===== config.mk =====
export PLATFORM = sky130hd
export DESIGN_NAME = mock_sram_rw_masked
export DESIGN_NICKNAME = d
export VERILOG_FILES = /design/src/rtl/mock_sram_rw_masked.sv
export SDC_FILE = /design/constraint.sdc
export NUM_CORES = 1
export LEC_CHECK = 0
export CELL_PAD_IN_SITES_DETAIL_PLACEMENT = 1
export CELL_PAD_IN_SITES_GLOBAL_PLACEMENT = 2
export CORE_AREA = 2 2 287 289
export CTS_CLUSTER_SIZE = 28
export DETAILED_ROUTE_END_ITERATION = 10
export DIE_AREA = 0 0 289 291
export DONT_BUFFER_PORTS = 1
export PLACE_DENSITY_LB_ADDON = 0.1
export SLEW_MARGIN = 10
export SYNTH_ARGS = -nofsm -noshare
export SYNTH_HDL_FRONTEND = slang
export SYNTH_HIERARCHICAL = 1
export SYNTH_SLANG_ARGS = --single-unit

===== constraint.sdc =====
create_clock -name RW0_clk -period 7.1 [get_ports RW0_clk]
set_input_delay 1.065 -clock RW0_clk [delete_from_list [all_inputs] [get_ports RW0_clk]]
set_output_delay 1.065 -clock RW0_clk [all_outputs]
set_load 0.005 [all_outputs]

===== src/rtl/mock_sram_rw_masked.sv =====
// mock_sram_rw_masked: single-port read/write mock SRAM standing in for large
// cache/data macros. Logical addresses are XOR-folded onto a small physical
// array, writes are granule-masked, reads have a latency of 1 or 2 cycles, and
// contents are scrubbed to zero after every reset so read data is never X.
//
// Ports:
//   RW0_clk    - clock, all state updates on the rising edge
//   reset      - asynchronous active-high reset
//   RW0_addr   - logical address (folded to PHYS_AW bits)
//   RW0_en     - access enable, honoured only once init_done is high
//   RW0_wmode  - 1 = write, 0 = read
//   RW0_wmask  - per-granule write enable
//   RW0_wdata  - write data
//   RW0_rdata  - read data, holds its value between reads
//   init_done  - scrub finished, accesses accepted

// One granule column of the array. Write is synchronous; the read is an
// asynchronous lookup that the top-level read pipeline registers.
module mock_sram_granule #(
   parameter int AW = 4,
   parameter int GW = 8
) (
   input  logic          clk,
   input  logic          we,
   input  logic [AW-1:0] waddr,
   input  logic [GW-1:0] wdata,
   input  logic [AW-1:0] raddr,
   output logic [GW-1:0] rdata
);
   logic [GW-1:0] mem [0:(1<<AW)-1];

   always_ff @(posedge clk) begin
      if (we) mem[waddr] <= wdata;
   end

   assign rdata = mem[raddr];
endmodule

module mock_sram_rw_masked #(
   parameter int ADDR_W   = 8,
   parameter int DATA_W   = 64,
   parameter int MASK_W   = 8,
   parameter int PHYS_AW  = 4,
   parameter int READ_LAT = 1
) (
   input  logic              RW0_clk,
   input  logic              reset,
   input  logic [ADDR_W-1:0] RW0_addr,
   input  logic              RW0_en,
   input  logic              RW0_wmode,
   input  logic [MASK_W-1:0] RW0_wmask,
   input  logic [DATA_W-1:0] RW0_wdata,
   output logic [DATA_W-1:0] RW0_rdata,
   output logic              init_done
);
   localparam int GW  = DATA_W / MASK_W;
   localparam int NSL = (ADDR_W + PHYS_AW - 1) / PHYS_AW;

   if (DATA_W % MASK_W != 0) begin : g_chk_mask
      $error("DATA_W must be divisible by MASK_W");
   end
   if (PHYS_AW < 1 || PHYS_AW > ADDR_W) begin : g_chk_paw
      $error("PHYS_AW must be in 1..ADDR_W");
   end
   if (READ_LAT != 1 && READ_LAT != 2) begin : g_chk_lat
      $error("READ_LAT must be 1 or 2");
   end

   typedef enum logic {SCRUB, READY} state_t;

   state_t                       state;
   logic [PHYS_AW-1:0]           scrub_cnt;
   logic [PHYS_AW-1:0]           paddr;
   logic [NSL*PHYS_AW-1:0]       addr_ext;
   logic [PHYS_AW-1:0]           wr_row;
   logic [MASK_W-1:0]            wr_gmask;
   logic [MASK_W-1:0][GW-1:0]    wr_word;
   logic [MASK_W-1:0][GW-1:0]    rd_word;
   logic                         rd_issue;
   logic [DATA_W-1:0]            rdata_q;

   // XOR of PHYS_AW-wide slices; the top slice is zero-extended.
   always_comb begin
      addr_ext = '0;
      addr_ext[ADDR_W-1:0] = RW0_addr;
      paddr = '0;
      for (int s = 0; s < NSL; s++) paddr ^= addr_ext[s*PHYS_AW +: PHYS_AW];
   end

   // Scrub FSM: one zeroed row per cycle, READY after the last row.
   always_ff @(posedge RW0_clk or posedge reset) begin
      if (reset) begin
         state     <= SCRUB;
         scrub_cnt <= '0;
         init_done <= 1'b0;
      end else begin
         case (state)
            SCRUB: begin
               scrub_cnt <= scrub_cnt + 1'b1;
               if (&scrub_cnt) begin
                  state     <= READY;
                  init_done <= 1'b1;
               end
            end
            default: ;
         endcase
      end
   end

   // The scrub owns the write port until READY; user accesses are dropped.
   always_comb begin
      wr_row   = paddr;
      wr_gmask = '0;
      wr_word  = RW0_wdata;
      if (state == SCRUB) begin
         wr_row   = scrub_cnt;
         wr_gmask = '1;
         wr_word  = '0;
      end else if (RW0_en && RW0_wmode) begin
         wr_gmask = RW0_wmask;
      end
   end

   assign rd_issue = (state == READY) && RW0_en && !RW0_wmode;

   for (genvar g = 0; g < MASK_W; g++) begin : g_gran
      mock_sram_granule #(.AW(PHYS_AW), .GW(GW)) u_gran (
         .clk   (RW0_clk),
         .we    (wr_gmask[g]),
         .waddr (wr_row),
         .wdata (wr_word[g]),
         .raddr (paddr),
         .rdata (rd_word[g])
      );
   end

   // Read pipeline. Output register only loads when a read completes, so it
   // holds between reads; reset drops anything in flight.
   if (READ_LAT == 2) begin : g_lat2
      logic              vld_pipe;
      logic [DATA_W-1:0] dat_s1;
      always_ff @(posedge RW0_clk or posedge reset) begin
         if (reset) begin
            vld_pipe <= 1'b0;
            dat_s1   <= '0;
            rdata_q  <= '0;
         end else begin
            vld_pipe <= rd_issue;
            if (rd_issue) dat_s1  <= rd_word;
            if (vld_pipe) rdata_q <= dat_s1;
         end
      end
   end else begin : g_lat1
      always_ff @(posedge RW0_clk or posedge reset) begin
         if (reset)         rdata_q <= '0;
         else if (rd_issue) rdata_q <= rd_word;
      end
   end

   assign RW0_rdata = rdata_q;
endmodule

==> flow_summary.toml <==
[clocking]
cts_root_buffer = "clkbuf_16"
clk_latency_ns = 0.66
cts_tree = "yes"
cts.sink_count = 1094
ctsResizeCount = 0
cts_made_buffers = 113
clk_pin_slew_ns = 0.06
holdBufCountCts = 0
cts_max_path_buffers = 3
htreeDepth = 3
cts_setup_buffers = 0

[layout]
antenna_cells = 0
fin_nets = 2163
design_area_um2 = 48100
drive_gt1_share_pct = 20.5
syn_to_final_growth_pct = 10.8
final_core_utilization_pct = 59.3

[synth]
synth_top_family_by_area = "multiplexers"
yosysTopAreaCellShare_pct = 70.8
async_flop_share_pct = 6.40
yosysWarnings = 6
synthSimpleGateAreaFrac_pct = 4.20
synthTopCellsByArea = "edfxtp_1 (71%), mux4_2 (7.5%), mux4_1 (6.8%), dfrtp_1 (4.0%), a22oi_1 (2.2%)"
seq_area_frac_synth_pct = 74.8
synth.cell_area_um2 = 43500
synth_xor_area_share_pct = 0.141
synthAdderAreaFrac_pct = 0.0288
synthDistinctLibCells = 32
synth_seq_cells = 1094
syn-num-nets = 2105
synthMuxAreaShare_pct = 16.5
ys.flop_type = "edfxtp_1"
syn_inst = 2020
synth_compound_area_share_pct = 2.27
synth_area_leader_cell = "edfxtp_1"
synth_edf_count = 1024
syn_area_per_cell_um2 = 21.5

[drt]
firstDrtPassIters = 7
drc = 0
drtIter0Drc = 1519
avgViaCountPerCell = 6.17
final_antenna_net_count = 0
num_vias = 20024
drt-wirelength-per-cell_um = 30.2
wl_mm = 97.9

[sta]
slew_viol_final = 0
setup_viol = 0
tightest_slew_ns = 1.16
skew_ns = 0.0208
fin_crit_sh_pct = 52.5
fin_setup_tns_ns = 0
hold_ws_ns = 0.264
max_freq_ghz = 0.268
min_period_ns = 3.73
final_hold_viol_count = 0
slew_headroom_pct = 22.4
rsz0062_at_grt = "no"

[floorplanning]
core_area_um2 = 81200
num_rows = 105
pin_count = 149
die_y_um = 291
dieArea_um2 = 84100
initial_core_util_pct = 53.5
dieWidth_um = 289

[pwr]
ir_drop_v = 0.000240
power_uw = 14300
pwr_density_cell_nw_per_um2 = 298
power.leakage_uw = 0.0159

[setup_path]
crit_type = "reg -> reg"
endpoint_kind = "register"
path_max_fanout = 41
r2r_setup_slack_ns = 3.37
critPathLaunchType = "register"
critPathRequiredTime_ns = 7.37
arrival_ns = 4.00

[global_routing]
grt_max_degree = 127
grt_pass1_wl_mm = 146
antenna_found_initial = 13
grt_overflow = 0
track_usage_pct = 23.8
grt_pass1_vias = 21612

[min_path]
hp-class = "in -> async"

[status]
outcome = "finished clean"

[placed_design]
hpwl_mm = 60.4
numPortBuffers = 0
dpl_cell_area_um2 = 44400
place_congestion = 0.747

[flow_run]
maxCapViolCount = 0
## registers in the layout, summed over array words and instances, names as in the netlist
register	count
g_gran.u_gran/mem	1024
scrub_cnt	4
RW0_rdata	64
init_done	1
state	1
## per-layer routing
metal,global-route usage (%),routed length (um),vias to the layer above
met3,3.55,4860,138
met5,0,43,-
met2,39.4,49500,527
li1,-,-,8537
met1,33.4,41600,10814
met4,6.14,1960,8
## cell families (layout without fill, tap and decap cells)
family | after synthesis | in the layout
flip-flops | 1094 | 1094
AND/OR/NAND/NOR | 364 | 364
multiplexers | 324 | 324
AO/OA/AOI/OAI | 131 | 131
buffers and inverters | 99 | 256
XOR/XNOR | 7 | 7
adder cells (fa/ha/maj) | 1 | 1
## critical path, cell delays in order, from the launching register on
cell	delay [ns]
dfrtp_4	0.67
nor2b_1	0.48
a21o_2	0.67
buf_4	0.45
nand2_1	0.22
nor2_1	0.80
## worst paths after layout
check	from	endpoint	cells past startpoint
max in group asynchronous	reset	state	2
worst min register to register	scrub_cnt[0]	scrub_cnt[0]	1
worst max register to register	state	g_gran[7].u_gran/mem[15][0]	5
worst max-delay path	state	g_gran[7].u_gran/mem[15][0]	5
min in group RW0_clk	scrub_cnt[0]	scrub_cnt[0]	1
worst min-delay path	reset	RW0_rdata[7]	1
## power breakdown
| part | internal [uW] | switching (uW) |
|---|---|---|
| clock | 3540 | 2380 |
| sequential | 7180 | 125 |
| combinational | 486 | 616 |
| total | 11200 | 3120 |
## synth_stat cells (9+ instances only)
cell                n
clkdlybuf4s25_2    24
and2_1             72
nor2b_1             9
buf_4               9
nand3b_1           16
nand2b_1           17
nand2_1            80
mux4_2            144
buf_6              25
a22oi_1           128
mux4_1            112
nor3_1             32
dfrtp_1            70
buf_2              27
nand3_1            16
edfxtp_1         1024
mux2_4             60
nor2_1            104
## per-stage QoR
step	setup slack [ns]	instances
5_1_grt	3.10	3247
4_1_cts	3.27	3247
6_report	3.37	3247
2_1_floorplan	2.81	2020
3_3_place_gp	2.73	3033
3_5_place_dp	2.71	3033
## cell type report
type                       instances  area, um2
tap                             1070       1340
inverter                           1       6.26
timing repair buffer              41        333
sequential                      1094      32500
clock buffer                     166       3310
multi-input combinational        827      10200
clock inverter                    48        467
fill                            6697      33100
## cell usage in the layout (no fill, tap or decap), drive strengths merged, types with 32 or more instances in the layout
cell type	count
nand2	80
clkbuf	166
edfxtp	1024
clkinv	35
and2	72
dfrtp	70
mux2	68
buf	41
nor3	32
nor2	104
a22oi	128
mux4	256
Note: power is estimated with default switching activity, not from simulation.
